===== src/rtl/fetch_sequencer_pkg.sv =====
// Shared definitions for the fetch sequencer: state encoding and default widths.
package fetch_sequencer_pkg;

  localparam int ADDR_W_DEF = 32;
  localparam int CNT_W_DEF  = 16;

  typedef enum logic [3:0] {
    IDLE    = 4'd0,
    CLR0    = 4'd1,
    CLR1    = 4'd2,
    LD_PC   = 4'd3,
    LD_INST = 4'd4,
    LD_NPC  = 4'd5,
    ISSUE   = 4'd6,
    FLUSH   = 4'd7,
    HALTED  = 4'd8
  } fetchState_t;

  function automatic logic isBusy(fetchState_t s);
    return (s != IDLE) && (s != HALTED);
  endfunction

endpackage


===== src/rtl/fetch_branch_latch.sv =====
// Holds a pending branch request and its target until the next PC load consumes it.
module fetch_branch_latch #(
  parameter int ADDR_W = 32
) (
  input  logic              clk,
  input  logic              reset,
  input  logic              set,
  input  logic [ADDR_W-1:0] target,
  input  logic              consume,
  input  logic              clear,
  output logic              pending,
  output logic [ADDR_W-1:0] branchPC
);

  // A halt discards the request outright; a fresh request outranks consumption so it is not lost.
  always_ff @(posedge clk) begin
    if (reset) begin
      pending  <= 1'b0;
      branchPC <= '0;
    end else if (clear) begin
      pending  <= 1'b0;
    end else if (set) begin
      pending  <= 1'b1;
      branchPC <= target;
    end else if (consume) begin
      pending  <= 1'b0;
    end
  end

endmodule


===== src/rtl/fetch_sequencer.sv =====
// Fetch control FSM: clear sequence, then LD_PC -> LD_INST -> LD_NPC -> ISSUE with branch squash.
module fetch_sequencer
  import fetch_sequencer_pkg::*;
#(
  parameter int ADDR_W = ADDR_W_DEF,
  parameter int CNT_W  = CNT_W_DEF
) (
  input  logic              clk,
  input  logic              reset,
  input  logic              start,
  input  logic              stall,
  input  logic              branch_req,
  input  logic [ADDR_W-1:0] branch_target,
  input  logic              halt,
  input  logic              dec_ready,
  output logic              ldPC,
  output logic              ldNPC,
  output logic              ldInst,
  output logic              clrPC,
  output logic              clrNPC,
  output logic              clrInst,
  output logic              isBranchTaken,
  output logic [ADDR_W-1:0] branchPC,
  output logic              inst_valid,
  output logic              busy,
  output logic [CNT_W-1:0]  fetch_count
);

  fetchState_t state;
  logic        pending;
  logic        ldFire;
  logic        haltAccept;

  // A pending branch must be taken even while stalled, otherwise redirection could deadlock.
  assign ldFire     = (state == LD_PC) && (!stall || pending);
  assign haltAccept = (state == ISSUE) && dec_ready && halt;
  assign busy       = isBusy(state);

  fetch_branch_latch #(.ADDR_W(ADDR_W)) branchLatch (
    .clk      (clk),
    .reset    (reset),
    .set      (branch_req && busy),
    .target   (branch_target),
    .consume  (ldFire),
    .clear    (haltAccept),
    .pending  (pending),
    .branchPC (branchPC)
  );

  always_ff @(posedge clk) begin
    if (reset) begin
      state       <= IDLE;
      fetch_count <= '0;
    end else begin
      case (state)
        IDLE:    if (start) state <= CLR0;
        CLR0:    state <= CLR1;
        CLR1:    state <= LD_PC;
        LD_PC:   if (ldFire) state <= LD_INST;
        LD_INST: state <= branch_req ? FLUSH : LD_NPC;
        LD_NPC:  state <= branch_req ? FLUSH : ISSUE;
        ISSUE: begin
          // An accepted instruction is committed, so a same-cycle branch is applied at LD_PC instead of squashing it.
          if (dec_ready) begin
            fetch_count <= fetch_count + CNT_W'(1);
            state       <= halt ? HALTED : LD_PC;
          end else if (branch_req) begin
            state <= FLUSH;
          end
        end
        FLUSH:   state <= LD_PC;
        HALTED:  if (start) state <= CLR0;
        default: state <= IDLE;
      endcase
    end
  end

  always_comb begin
    ldPC          = 1'b0;
    ldNPC         = 1'b0;
    ldInst        = 1'b0;
    clrPC         = 1'b0;
    clrNPC        = 1'b0;
    clrInst       = 1'b0;
    isBranchTaken = 1'b0;
    inst_valid    = 1'b0;
    case (state)
      CLR0: begin
        clrPC   = 1'b1;
        clrInst = 1'b1;
      end
      CLR1:    clrNPC = 1'b1;
      LD_PC: begin
        ldPC          = ldFire;
        isBranchTaken = ldFire && pending;
      end
      LD_INST: ldInst = 1'b1;
      LD_NPC:  ldNPC = 1'b1;
      ISSUE:   inst_valid = 1'b1;
      FLUSH:   clrInst = 1'b1;
      default: ;
    endcase
  end

endmodule

===== config.mk =====
export PLATFORM = sky130hd
export DESIGN_NAME = fetch_sequencer
export DESIGN_NICKNAME = d
export VERILOG_FILES = /design/src/rtl/fetch_sequencer_pkg.sv /design/src/rtl/fetch_branch_latch.sv /design/src/rtl/fetch_sequencer.sv
export SDC_FILE = /design/constraint.sdc
export NUM_CORES = 1
export LEC_CHECK = 0
export CORE_MARGIN = 2
export CORE_UTILIZATION = 42
export DETAILED_ROUTE_END_ITERATION = 10
export PLACE_DENSITY_LB_ADDON = 0.08
export SLEW_MARGIN = 10
export SYNTH_ARGS = -nofsm -noshare
export SYNTH_HDL_FRONTEND = slang
export SYNTH_SLANG_ARGS = --single-unit

===== constraint.sdc =====
create_clock -name clk -period 1.94 [get_ports clk]
set_clock_uncertainty 0.1 [all_clocks]
set_input_delay 0.291 -clock clk [delete_from_list [all_inputs] [get_ports clk]]
set_output_delay 0.291 -clock clk [all_outputs]
set_load 0.05 [all_outputs]

==> results_dict.tcl, run 1 <==
set metrics [dict create \
    finalCriticalPeriod_ns 1.89 \
    worstPathRequired_ns 1.55 \
    clk_latency_ns 0.30 \
    drive_above_1_share_pct 14.6 \
    drt_pass1_iterations 4 \
    clkPwrFrac_pct 22.2 \
    vias_per_cell 5.02 \
    startpoint "fetch_count[1]" \
    p_comb_share_pct 34.5 \
    cp_top_family "buffers and inverters" \
    grt_pass1_vias 2004 \
    rows 26 \
    final_cell_mix "73 x clkdlybuf4s50_1, 53 x dfxtp_1, 46 x nor2_1" \
    p_switching_uw 927 \
    synth.net_count 285 \
    core_area_sq_um 5170 \
    hpwl_um 3910 \
    die_h_um 77.6 \
    regArea_sq_um 1060 \
    switching_share_pct 33.2 \
    ant_nets 0 \
    crit_path_end_kind "output port" \
    fillers 438 \
    cts_tree "done" \
    fmax_ghz 0.529 \
    cp-endpoint "fetch_count[1]" \
    cts_hold_buf 0 \
    start_util_pct 44.0 \
    status "finished, final reports clean" \
    num_vias 2072 \
    critical_path.max_fanout 4 \
    finalHoldViolations 0 \
    final_common_cell "clkdlybuf4s50_1" \
    fin_area_sq_um 3550 \
    cp.depth 1 \
    clk_pin_slew_ns 0.09 \
    reg2reg_from "state[0]" \
    grt_max_degree 33 \
    maxCapViolations 0 \
    die_width_um 77.6 \
    yosysTopAreaCell "dfxtp_1" \
    yosysWarnings 0 \
    intPower_uw 1870 \
    pwr_density_cell_nw_per_um2 787 \
    cts_max_level 2 \
    worst_pin_slew_ns 0.526 \
    ys_top_cells_by_area "dfxtp_1 47%, mux2i_1 15%, nor2_1 7.9%" \
    irDropWorstVdd_mv 0.531 \
    antenna_cells 0 \
    dpl_cell_area_sq_um 3420 \
    clockBufferDepth 2 \
    grt_pass1_wl_um 9010 \
    crit_path_cell_trace "clkdlybuf4s50_1" \
    total_power_uw 2790 \
    rsz0062_at_grt "no" \
    synth_cell_types 37 \
    syn_to_final_growth_pct 55.9 \
    drc 0 \
    multi_input_area_sq_um 1150 \
    slew_headroom_pct 64.8 \
    ff2ff_path_depth 5 \
    grt-ovfl-total 0 \
    numCtsBuffers 5 \
    antenna_found_initial 0 \
    die_area_sq_um 6020 \
    synth.avg_cell_area_sq_um 9.29 \
    fin_crit_sh_pct 97.4 \
    num_io_pins 96 \
    critPathKind "flip-flop to output port" \
    crit_buf_inv 1 \
    place.gp.congestion 0.793 \
    finalSetupViolations 0 \
    numPortBuffers 95 \
    synth-seq-cells 53 \
    setup_tns_ns 0 \
    reg2reg_slack_ns 0.25 \
    startpoint_type "flip-flop" \
    ys_seq_area_share_pct 46.6 \
    avgRoutedWirePerCell_um 13.0 \
    worstHoldPathType "input pin to flip-flop" \
    yosysTopAreaCellShare_pct 46.6 \
    maxSlewViolCount 0 \
    wirelength_um 5380 \
    gr-usage-all-layers_pct 18.5 \
    synthCells 245 \
    syn_area_sq_um 2280 \
    final_nets 383 \
    slowest_stage "clkdlybuf4s50_1" \
    hold_slack_ns 0.299 \
    max_stage_delay_ns 0.82 \
    seqPwrFrac_pct 43.3 \
    cts-root-buf "clkbuf_8" \
    p_leak_uw 0.00140 \
    r2r_end "branchLatch.branchPC[13]" \
    first_iter_violations 79 \
    arrival_ns 1.50 \
    clkSinkCount 53 \
]
-- Yosys cell counts --
master,instances
xnor2_1,3
nor4b_4,1
nor2b_1,2
nor3b_1,1
nand4bb_1,1
nor4b_1,2
a21oi_1,12
buf_4,1
and3_1,3
nor2_1,48
inv_1,5
o21a_1,1
a22oi_1,1
nor3_1,4
a211o_1,1
and4_1,2
buf_2,2
o21ai_0,8
nand2b_1,2
a31oi_1,1
a211oi_1,1
inv_2,1
nor4_1,1
dfxtp_1,53
o211a_1,1
buf_6,3
mux2i_1,33
a31o_2,2
o22ai_1,1
nand3_1,10
clkbuf_1,10
nand4bb_4,1
nand2_1,8
xor2_1,6
ha_1,1
or3_1,6
nand4_1,6
-- stage by stage --
step,setup slack [ns],std cells,utilization (%)
after global routing,0.00542,413,68.6
after CTS,0.00133,413,67.9
after global placement,0.0618,406,66.2
final,0.0503,413,68.6
after detailed placement,0.0278,406,66.2
after floorplan,-0.118,245,-
-- worst min path at each step --
stage	startpoint	end	slack, ns	cells past startpoint
after global placement	branchLatch.branchPC[27]	branchLatch.branchPC[27]	0.37	2
after global routing	reset	branchLatch.branchPC[9]	0.31	2
after detailed placement	branchLatch.branchPC[24]	branchLatch.branchPC[24]	0.38	2
after floorplan	branch_target[10]	branchLatch.branchPC[10]	0.34	2
after CTS	reset	branchLatch.branchPC[8]	0.30	2
final	reset	branchLatch.branchPC[8]	0.30	2
-- power by group through the flow --
stage	registers (uW)	logic, uW	clock network, uW
floorplan	1450	377	0
CTS	1210	964	648
global placement	1230	950	0
detailed placement	1230	958	0
global route	1220	1020	701
finish	1210	962	621
-- flip-flops by register name, indices dropped and copies added (netlist names) --
signal                cells
branchLatch.branchPC     32
branchLatch.pending       1
fetch_count              16
state                     4
-- layout make-up --
type / count / share of cell area [%]
multi-input combinational: 170 / 32.4
timing repair buffer: 107 / 32.0
sequential: 53 / 29.9
tap: 70 / 2.47
clock buffer: 6 / 2.33
inverter: 6 / 0.635
clock inverter: 1 / 0.212
-- cells by family (layout without fill, tap and decap cells) --
group                    count (synthesis)  in the layout  synth area share, %
AND/OR/NAND/NOR                         98             98                 22.4
XOR/XNOR                                 9              9                 3.46
flip-flops                              53             53                 46.6
multiplexers                            33             33                 14.5
AO/OA/AOI/OAI                           29             29                 7.53
buffers and inverters                   22            120                 4.89
adder cells (fa/ha/maj)                  1              1                0.550
-- metal layers --
layer | global-route usage, % | part of all wire (%) | routed length, um | vias to the layer above
met4 | 4.11 | 0.84 | 45 | 0
met3 | 8.26 | 7.2 | 385 | 5
li1 | - | - | - | 1040
met1 | 21.7 | 43 | 2310 | 971
met2 | 30.9 | 49 | 2650 | 56
met5 | 0 | 0 | 0 | -
-- what timing repair did --
action	4_1_cts	5_1_grt
setup endpoints to repair	0	5
gates resized for setup	0	8
buffers inserted	0	0
No activity file was read; power rests on OpenSTA's default activity.
==> run 2: changes to the inputs <==
REMOVE_ABC_BUFFERS = 1   (was not set)
==> run 2 against run 1 <==
Compared with the run above:
- sequential share of layout area rose by 0.25 points
- routed wire length up 1.2%
- core utilization down 0.41 points
- non-clock buffer count is the same
- die area did not move
- sequential power hardly changed
- largest cell class unchanged
- hold slack lost 0.034 ns
- flip-flop and latch count stayed put
- final cell count is 0.24% higher
==> results_dict.tcl, run 2 (same netlist as run 1, synthesis figures left out) <==
set metrics [dict create \
    die_width_um 77.6 \
    seqPwrFrac_pct 43.4 \
    cts_tree "done" \
    start_util_pct 44.0 \
    antenna_found_initial 0 \
    worstPathRequired_ns 1.55 \
    largest_reg_flops 32 \
    crit_buf_inv 1 \
    finalHoldViolations 0 \
    vias_per_cell 5.09 \
    maxCapViolations 0 \
    critical_path.max_fanout 4 \
    grt_pass1_wl_um 9140 \
    drc 0 \
    final_common_cell "clkdlybuf4s50_1" \
    drt_pass1_iterations 4 \
    clk_latency_ns 0.30 \
    p_switching_uw 962 \
    drive_above_1_share_pct 15.4 \
    cp_top_family "buffers and inverters" \
    switching_share_pct 34.4 \
    p_comb_share_pct 34.1 \
    max_stage_delay_ns 0.81 \
    antenna_cells 0 \
    final_cell_mix "69 x clkdlybuf4s50_1, 51 x dfxtp_1, 46 x nor2_1" \
    crit_path_cell_trace "clkdlybuf4s50_1" \
    dpl.cell_count 406 \
    max_flop_register "branchLatch.branchPC" \
    numCtsBuffers 5 \
    slew_headroom_pct 64.8 \
    first_iter_violations 106 \
    cts_max_level 2 \
    finalCriticalPeriod_ns 1.89 \
    crit_path_end_kind "output port" \
    ant_nets 0 \
    final_nets 383 \
    clk_pin_slew_ns 0.10 \
    hold_slack_ns 0.265 \
    startpoint_type "flip-flop" \
    fillers 411 \
    num_vias 2106 \
    utilization_pct 68.2 \
    clkPwrFrac_pct 22.5 \
    finalSetupViolations 0 \
    avgRoutedWirePerCell_um 13.2 \
    die_area_sq_um 6020 \
    pre_cts_ws_ns -0.0712 \
    place.gp.congestion 0.814 \
    grt-ovfl-total 0 \
    syn_to_final_growth_pct 55.0 \
    cts_hold_buf 0 \
    final_cells 414 \
    num_io_pins 96 \
    gr-usage-all-layers_pct 18.6 \
    setup_tns_ns 0 \
    arrival_ns 1.50 \
    intPower_uw 1840 \
    setup_ws_ns 0.0492 \
    die_h_um 77.6 \
    worstHoldPathType "input pin to flip-flop" \
    hpwl_um 4000 \
    maxSlewViolCount 0 \
    fin_crit_sh_pct 97.5 \
    p_leak_uw 0.00140 \
    irDropWorstVdd_mv 0.514 \
    worst_pin_slew_ns 0.526 \
    numPortBuffers 95 \
    slowest_stage "clkdlybuf4s50_1" \
    fmax_ghz 0.529 \
    status "finished, final reports clean" \
    rsz0062_at_grt "no" \
    core_area_sq_um 5170 \
    cts-root-buf "clkbuf_8" \
    grt_max_degree 33 \
    critPathKind "flip-flop to output port" \
    grt_pass1_vias 2006 \
    pwr_density_cell_nw_per_um2 793 \
    clkSinkCount 53 \
    rows 26 \
    clockBufferDepth 2 \
    largestRegisters "branchLatch.branchPC x32, fetch_count x16, state x4" \
    wirelength_um 5450 \
]
==> run 2: layout make-up <==
type,instances,area (sq um),area share (%)
clock buffers,6,72.6,2.06
clock inverters,2,13.8,0.390
inverters,6,22.5,0.639
multi-input cells,170,1140,32.4
flip-flops and latches,53,1060,30.2
well taps,70,87.6,2.48
repair buffers,107,1130,31.9
==> run 2: per-layer routing <==
metal	share of wire, %	GRT usage [%]
met5	0	0
met4	0.90	5.36
met3	9.0	6.98
met2	48	30.1
met1	42	23.1
==> run 2: path summary, 6_finish.rpt <==
path / from / to / slack (ns) / cells after the start
worst min-delay path: reset / branchLatch.branchPC[12] / 0.27 / 2
worst max-delay path: fetch_count[9] / fetch_count[9] / 0.05 / 1
worst min register to register: fetch_count[15] / fetch_count[15] / 0.39 / 2
worst max register to register: state[1] / branchLatch.branchPC[24] / 0.27 / 5
==> run 2: timing repair <==
item / 4_1_cts / 5_1_grt
endpoints found under the setup margin: 3 / 5
buffers inserted: 0 / 0
gates resized for setup: 6 / 6
==> run 2: power groups by stage <==
stage               clock [uW]  combinational (uW)  sequential [uW]
finish                     629                 954             1210
global route               692                1010             1220
CTS                        648                 953             1210
detailed placement           0                 943             1240
global placement             0                 934             1230
floorplan                    0                 316             1470
==> run 2: stage by stage <==
stage / power, uW / area, sq um
after floorplan: 1790 / 2190
after global routing: 2930 / 3530
after detailed placement: 2180 / 3390
after global placement: 2170 / 3390
final: 2800 / 3530
after CTS: 2820 / 3500
